--- src/rtl/branch_resolve_pkg.sv ---
// Shared constants and types for the ID-stage branch resolver.
package branch_pkg;

  localparam logic [31:0] NOP_INSTR_DFLT = 32'hD503201F;

  localparam logic [5:0] OP_B     = 6'b000101;
  localparam logic [7:0] OP_CBZ   = 8'hB4;
  localparam logic [7:0] OP_BCOND = 8'h54;
  localparam logic [4:0] COND_LT  = 5'h0B;

  typedef enum logic [1:0] {RUN, WAIT_FLAGS, SQUASH} br_state_t;

  typedef enum logic [1:0] {TGT_NONE, TGT_B, TGT_CBZ} tgt_sel_t;

endpackage

--- src/rtl/branch_resolve_if.sv ---
// Fetch <-> decode boundary signals; stats outputs exist only with BRANCH_STATS_EN.
interface branch_resolve_if;
  logic [31:0] if_instr;
  logic [63:0] if_target_b;
  logic [63:0] if_target_cbz;
  logic        id_rt_zero;
  logic        flag_n;
  logic        flag_v;
  logic        flags_pending;
  logic        br_taken;
  logic [63:0] br_target;
  logic        stall_if;
  logic [31:0] id_instr;
  logic        id_valid;
`ifdef BRANCH_STATS_EN
  logic [31:0] stat_branches;
  logic [31:0] stat_taken;
`endif

  modport master (
    output if_instr, if_target_b, if_target_cbz, id_rt_zero, flag_n, flag_v, flags_pending,
    input  br_taken, br_target, stall_if, id_instr, id_valid
`ifdef BRANCH_STATS_EN
    , input stat_branches, stat_taken
`endif
  );

  modport slave (
    input  if_instr, if_target_b, if_target_cbz, id_rt_zero, flag_n, flag_v, flags_pending,
    output br_taken, br_target, stall_if, id_instr, id_valid
`ifdef BRANCH_STATS_EN
    , output stat_branches, stat_taken
`endif
  );
endinterface

--- src/rtl/branch_resolve_cond_eval.sv ---
// Combinational decode of B / CBZ / B.LT in ID and their taken condition.
module br_cond_eval
  import branch_pkg::*;
(
  input  logic [31:0] instr_i,
  input  logic        valid_i,
  input  logic        rt_zero_i,
  input  logic        flag_n_i,
  input  logic        flag_v_i,
  input  logic        flags_pending_i,
  output logic        is_branch_o,
  output logic        taken_o,
  output tgt_sel_t    target_sel_o,
  output logic        needs_flags_o
);

  always_comb begin
    is_branch_o   = 1'b0;
    taken_o       = 1'b0;
    target_sel_o  = TGT_NONE;
    needs_flags_o = 1'b0;
    if (valid_i) begin
      if (instr_i[31:26] == OP_B) begin
        is_branch_o  = 1'b1;
        taken_o      = 1'b1;
        target_sel_o = TGT_B;
      end else if (instr_i[31:24] == OP_CBZ) begin
        is_branch_o  = 1'b1;
        taken_o      = rt_zero_i;
        target_sel_o = TGT_CBZ;
      end else if (instr_i[31:24] == OP_BCOND && instr_i[4:0] == COND_LT) begin
        // Committed flags are only trusted once no flag writer is in flight.
        is_branch_o   = 1'b1;
        needs_flags_o = 1'b1;
        taken_o       = (flag_n_i != flag_v_i) && !flags_pending_i;
        target_sel_o  = TGT_CBZ;
      end
    end
  end

endmodule

--- src/rtl/branch_resolve.sv ---
// IF/ID register, branch-resolve FSM and optional stats (BRANCH_STATS_EN).
module branch_resolve
  import branch_pkg::*;
#(
  parameter logic [31:0] NOP_INSTR = NOP_INSTR_DFLT
) (
  input logic              clk,
  input logic              reset,
  branch_resolve_if.slave  bus
);

  br_state_t   state_q, state_d;
  logic [31:0] id_instr_q, id_instr_d;
  logic        id_valid_q, id_valid_d;
  logic [63:0] tgt_b_q, tgt_b_d;
  logic [63:0] tgt_cbz_q, tgt_cbz_d;

  logic     is_branch, taken, needs_flags;
  tgt_sel_t target_sel;
  logic     br_taken, stall_if;

  br_cond_eval u_cond_eval (
    .instr_i         (id_instr_q),
    .valid_i         (id_valid_q),
    .rt_zero_i       (bus.id_rt_zero),
    .flag_n_i        (bus.flag_n),
    .flag_v_i        (bus.flag_v),
    .flags_pending_i (bus.flags_pending),
    .is_branch_o     (is_branch),
    .taken_o         (taken),
    .target_sel_o    (target_sel),
    .needs_flags_o   (needs_flags)
  );

  always_comb begin
    state_d    = state_q;
    id_instr_d = bus.if_instr;
    id_valid_d = 1'b1;
    tgt_b_d    = bus.if_target_b;
    tgt_cbz_d  = bus.if_target_cbz;
    br_taken   = 1'b0;
    stall_if   = 1'b0;
    unique case (state_q)
      RUN, WAIT_FLAGS: begin
        if (needs_flags && bus.flags_pending) begin
          stall_if   = 1'b1;
          id_instr_d = id_instr_q;
          id_valid_d = id_valid_q;
          tgt_b_d    = tgt_b_q;
          tgt_cbz_d  = tgt_cbz_q;
          state_d    = WAIT_FLAGS;
        end else if (taken) begin
          // Wrong-path fetch is dropped; one bubble enters ID.
          br_taken   = 1'b1;
          id_instr_d = NOP_INSTR;
          id_valid_d = 1'b0;
          tgt_b_d    = '0;
          tgt_cbz_d  = '0;
          state_d    = SQUASH;
        end else begin
          state_d = RUN;
        end
      end
      SQUASH:  state_d = RUN;
      default: state_d = RUN;
    endcase
  end

  always_ff @(posedge clk or negedge reset) begin
    if (!reset) begin
      state_q    <= RUN;
      id_instr_q <= NOP_INSTR;
      id_valid_q <= 1'b0;
      tgt_b_q    <= '0;
      tgt_cbz_q  <= '0;
    end else begin
      state_q    <= state_d;
      id_instr_q <= id_instr_d;
      id_valid_q <= id_valid_d;
      tgt_b_q    <= tgt_b_d;
      tgt_cbz_q  <= tgt_cbz_d;
    end
  end

  always_comb begin
    unique case (target_sel)
      TGT_B:   bus.br_target = tgt_b_q;
      TGT_CBZ: bus.br_target = tgt_cbz_q;
      default: bus.br_target = '0;
    endcase
  end

  assign bus.br_taken = br_taken;
  assign bus.stall_if = stall_if;
  assign bus.id_instr = id_instr_q;
  assign bus.id_valid = id_valid_q;

`ifdef BRANCH_STATS_EN
  logic [31:0] stat_branches_q, stat_taken_q;
  logic        resolved;

  // A stalled B.LT is counted only on the edge it finally resolves.
  assign resolved = is_branch && !stall_if;

  always_ff @(posedge clk or negedge reset) begin
    if (!reset) begin
      stat_branches_q <= '0;
      stat_taken_q    <= '0;
    end else begin
      if (resolved) stat_branches_q <= stat_branches_q + 32'd1;
      if (br_taken) stat_taken_q    <= stat_taken_q + 32'd1;
    end
  end

  assign bus.stat_branches = stat_branches_q;
  assign bus.stat_taken    = stat_taken_q;
`endif

endmodule
--- src/flat_wrapper.sv ---
// flat-port wrapper written by rule: the top's interface ports become plain ports
module branch_resolve_flat import branch_pkg::*;
#(
  parameter logic [31:0] NOP_INSTR = NOP_INSTR_DFLT
)
  (clk, reset, bus_if_instr, bus_if_target_b, bus_if_target_cbz, bus_id_rt_zero, bus_flag_n, bus_flag_v, bus_flags_pending, bus_br_taken, bus_br_target, bus_stall_if, bus_id_instr, bus_id_valid);
  branch_resolve_if bus_i ();
  input logic clk;
  input logic reset;
  input wire logic [$bits(bus_i.if_instr)-1:0] bus_if_instr;
  input wire logic [$bits(bus_i.if_target_b)-1:0] bus_if_target_b;
  input wire logic [$bits(bus_i.if_target_cbz)-1:0] bus_if_target_cbz;
  input wire logic [$bits(bus_i.id_rt_zero)-1:0] bus_id_rt_zero;
  input wire logic [$bits(bus_i.flag_n)-1:0] bus_flag_n;
  input wire logic [$bits(bus_i.flag_v)-1:0] bus_flag_v;
  input wire logic [$bits(bus_i.flags_pending)-1:0] bus_flags_pending;
  output wire logic [$bits(bus_i.br_taken)-1:0] bus_br_taken;
  output wire logic [$bits(bus_i.br_target)-1:0] bus_br_target;
  output wire logic [$bits(bus_i.stall_if)-1:0] bus_stall_if;
  output wire logic [$bits(bus_i.id_instr)-1:0] bus_id_instr;
  output wire logic [$bits(bus_i.id_valid)-1:0] bus_id_valid;
  assign bus_i.if_instr = bus_if_instr;
  assign bus_i.if_target_b = bus_if_target_b;
  assign bus_i.if_target_cbz = bus_if_target_cbz;
  assign bus_i.id_rt_zero = bus_id_rt_zero;
  assign bus_i.flag_n = bus_flag_n;
  assign bus_i.flag_v = bus_flag_v;
  assign bus_i.flags_pending = bus_flags_pending;
  assign bus_br_taken = bus_i.br_taken;
  assign bus_br_target = bus_i.br_target;
  assign bus_stall_if = bus_i.stall_if;
  assign bus_id_instr = bus_i.id_instr;
  assign bus_id_valid = bus_i.id_valid;
  branch_resolve #(.NOP_INSTR(NOP_INSTR)) u_core (.clk(clk), .reset(reset), .bus(bus_i));
endmodule
--- config.mk ---
export PLATFORM = sky130hd
export DESIGN_NAME = branch_resolve_flat
export DESIGN_NICKNAME = d
export VERILOG_FILES = /design/src/rtl/branch_resolve_pkg.sv /design/src/rtl/branch_resolve_if.sv /design/src/rtl/branch_resolve_cond_eval.sv /design/src/rtl/branch_resolve.sv /design/src/flat_wrapper.sv
export SDC_FILE = /design/constraint.sdc
export NUM_CORES = 1
export LEC_CHECK = 0
export BUFFER_PORTS_ARGS = -buffer_cell sky130_fd_sc_hd__buf_2
export CAP_MARGIN = 10
export CORE_ASPECT_RATIO = 0.5
export CORE_MARGIN = 4
export CORE_UTILIZATION = 45
export DETAILED_ROUTE_END_ITERATION = 8
export PLACE_DENSITY = 0.76
export RECOVER_POWER = 25
export SLEW_MARGIN = 20
export SYNTH_ARGS = -nofsm -noshare
export SYNTH_HDL_FRONTEND = slang
export SYNTH_SLANG_ARGS = --single-unit
--- constraint.sdc ---
create_clock -name clk -period 2.3 [get_ports clk]
set_input_delay 0.69 -clock clk [delete_from_list [all_inputs] [get_ports clk]]
set_output_delay 0.69 -clock clk [all_outputs]
set_load 0.01 [all_outputs]
==> impl_metrics.toml <==
[synth]
synth_top_family_by_area = "compound AO/OA/AOI/OAI gates"
synth_fa_ha_area_frac = 0
muxShareOfSynthArea = 0
syn_inst = 638
synth_compound_area_frac = 0.3850
synth-seq-cells = 162
synth_top_area_share = 0.4901
synth.yosys.seq_area_share = 0.5349
syn_nets = 804
synthTopCellsByArea = "dfrtp_1 49%, o2bb2ai_1 12%, o21ai_0 9.5%, o2bb2ai_2 7.9%, a22o_1 7.4%"
avgSynthCellArea_um2 = 11.93
synth_warnings = 0
yosysTopAreaCell = "dfrtp_1"
synthDistinctLibCells = 31
syn-cell-area_um2 = 7609
synth_xor_area_frac = 0.001151
yosys.area_share.simple = 0.02598

[place]
port_buffers = 264
routabilityCongestion = 0.8528
hpwlAfterDp_um = 14770

[power]
p_leak_nw = 4.431
power_density_nw_per_um2 = 626.9
clock_power_share = 0.419
comb_power_share = 0.088
seq_power_share = 0.493
p_int_mw = 4.820
p_sw_frac = 0.2416
power_switching_mw = 1.536
ir_drop_uv = 580.3

[timing]
finalSetupViolations = 66
finalCritPeriodShare = 1.295
finalMaxSlewViolations = 0
finalHoldViolCount = 0
worst_pin_slew_ns = 1.380
clock.fmax_ghz = 0.3358
setup_ws_ns = -0.6784
period_needed_ns = 2.978
setup-tns-final_ns = -40.67
rsz0062_at_grt = "true"
skew_ns = 0.01072
max-slew-margin-rel = 0.08032

[final_layout]
syn_to_final_growth_pct = 33.25
layout_commonest_cell = "buf_2"
area.sequential_um2 = 4070
final_cell_mix = "255 x buf_2, 149 x dfrtp_1, 144 x o21ai_0"
final_core_util = 0.6154
nets = 1055
drive_above_1_share = 0.4512
multi_input_area_um2 = 3206
fill_cells = 1345

[global_routing]
track_usage = 0.2328
antenna_found_initial = 3
grt_pass1_wl_um = 35820
grt_max_degree = 122
gr-total-overflow = 0
grt_pass1_vias = 6895

[clock_network]
cts_hold_buffers = 0
ctsRootBufferMaster = "clkbuf_16"
cts_buffer_depth = 2
path_clk_slew_ns = 0.07
cts_tree = "built"
clock_latency_ns = 0.41
clock-sinks = 162
cts_buffers = 17
htree_levels = 4

[die]
dieArea_um2 = 19180
core_um2 = 16470
die_h_um = 99.95
std_cell_rows = 33
ios = 265
initial_core_util = 0.4618
die_w_um = 191.9

[setup_path]
crit_path_start_kind = "flip-flop"
rr_endpoint = "u_core.tgt_b_q[5]"
cp_data_required_time_ns = 1.61
cp-end-kind = "output pin"
worstPathArrival_ns = 2.29
worstPathMaxFanout = 14
path_class = "flip-flop to output pin"
reg2reg_slack_ns = 0.09
reg2reg_depth = 10
r2r_start = "u_core.bus.id_instr[28]"

[job]
drv_cap = 0

[hold_path]
min_to = "u_core.bus.id_instr[3]"
holdPathStages = 2
hp-start = "bus_if_instr[3]"
hp-class = "primary input to flip-flop"

[route]
drtIter0Drc = 360
vias = 6679
ant_nets = 0
wl_met1_um = 9888
wl_per_cell_um = 20.56
dr.pass1.iters = 7
post-route-drc-count = 0
route.met2.wl_um = 11380
topRoutingLayerUsed = "met5"
vias_per_cell = 5.905
wirelength_um = 23250
wl_met3_um = 1388

[run_status]
outcome = "finished, violations left"
failed_checks = "setup timing"
synth_stat cells:
cell type  count
dfrtp_1      149
o21ai_0      144
o2bb2ai_1    104
a22o_1        64
o2bb2ai_2     40
clkbuf_1      38
buf_2         31
dfstp_2       13
and3_1         6
buf_6          6
or3_1          6
buf_4          4
o21a_1         4
and4_1         3
o21bai_1       3
o22a_1         3
a211oi_2       2
inv_2          2
nand2_1        2
nor2_1         2
nor4b_2        2
a211o_1        1
a21bo_2        1
a21boi_0       1
a31oi_1        1
and4b_1        1
and4bb_2       1
and4bb_4       1
nand4_1        1
nor2b_1        1
xnor2_1        1
sequential cells by signal, summed over array words and instances, names as in the netlist:
register and count:
u_core.state_q 1, u_core.bus.id_instr 32, u_core.tgt_b_q 64, u_core.bus.id_valid 1, u_core.tgt_cbz_q 64
repair_timing:
item / 4_1_cts / 5_1_grt
resized for setup: 13 / 11
gates cloned: 2 / 4
setup endpoints to repair: 67 / 147
buffers inserted: 3 / 6
endpoints found under the hold margin: 0 / 0
pin swaps: 3 / 3
kinds of logic after synthesis:
logic type,after synthesis
compound gates,368
xor+xnor,1
buf+inv,81
flops,162
simple gates,26
cell type report:
type                    count  area share
repair buffers            311      0.1987
flip-flops and latches    162      0.4015
inverters                   2   0.0009873
clock buffers              22     0.04579
diodes                      2   0.0004936
clock inverters            10    0.008392
multi-input cells         395      0.3162
well taps                 227     0.02801
stage by stage:
stage	hold WS [ns]	std cells	area, µm²	setup WS [ns]	power, mW
floorplan	0.3944	638	7647	-0.06299	3.388
global placement	0.4654	1083	9283	-0.2013	3.714
detailed placement	0.4692	1083	9283	-0.2396	3.735
CTS	0.1242	1119	9976	-0.6708	6.419
global route	0.4509	1131	10140	-0.7496	6.636
finish	0.4690	1131	10140	-0.6784	6.356
critical path, stage by stage (launching register included):
cell,delay (ns)
dfstp_2,0.54
and4bb_2,0.27
a31oi_4,0.11
a211oi_4,0.29
buf_12,0.20
buf_16,0.15
a22o_1,0.16
buf_2,0.14
per-layer routing:
metal  vias to the layer above  global-route usage
met5                         -                   0
met4                         2             0.08660
met3                        51             0.05316
met2                       239              0.3873
met1                      3394              0.3017
li1                       2993                   -
power groups by stage:
stage	logic [mW]	registers (mW)	clock network (mW)
6_report	0.559	3.14	2.66
5_1_grt	0.625	3.15	2.86
4_1_cts	0.567	3.13	2.72
3_5_place_dp	0.559	3.18	0
3_3_place_gp	0.541	3.17	0
2_1_floorplan	0.223	3.17	0
how the worst max path moves through the flow:
stage / slack [ns] / from / end / cells after the start
floorplan: -0.06 / u_core.bus.id_instr[26] / bus_br_target[0] / 5
global placement: -0.20 / u_core.bus.id_instr[26] / bus_br_target[51] / 6
detailed placement: -0.24 / u_core.bus.id_instr[26] / bus_br_target[51] / 6
CTS: -0.67 / u_core.bus.id_instr[28] / bus_br_target[51] / 7
global route: -0.75 / u_core.bus.id_instr[28] / bus_br_target[24] / 7
finish: -0.68 / u_core.bus.id_instr[28] / bus_br_target[46] / 7
Note: power is estimated with default switching activity, not from simulation.
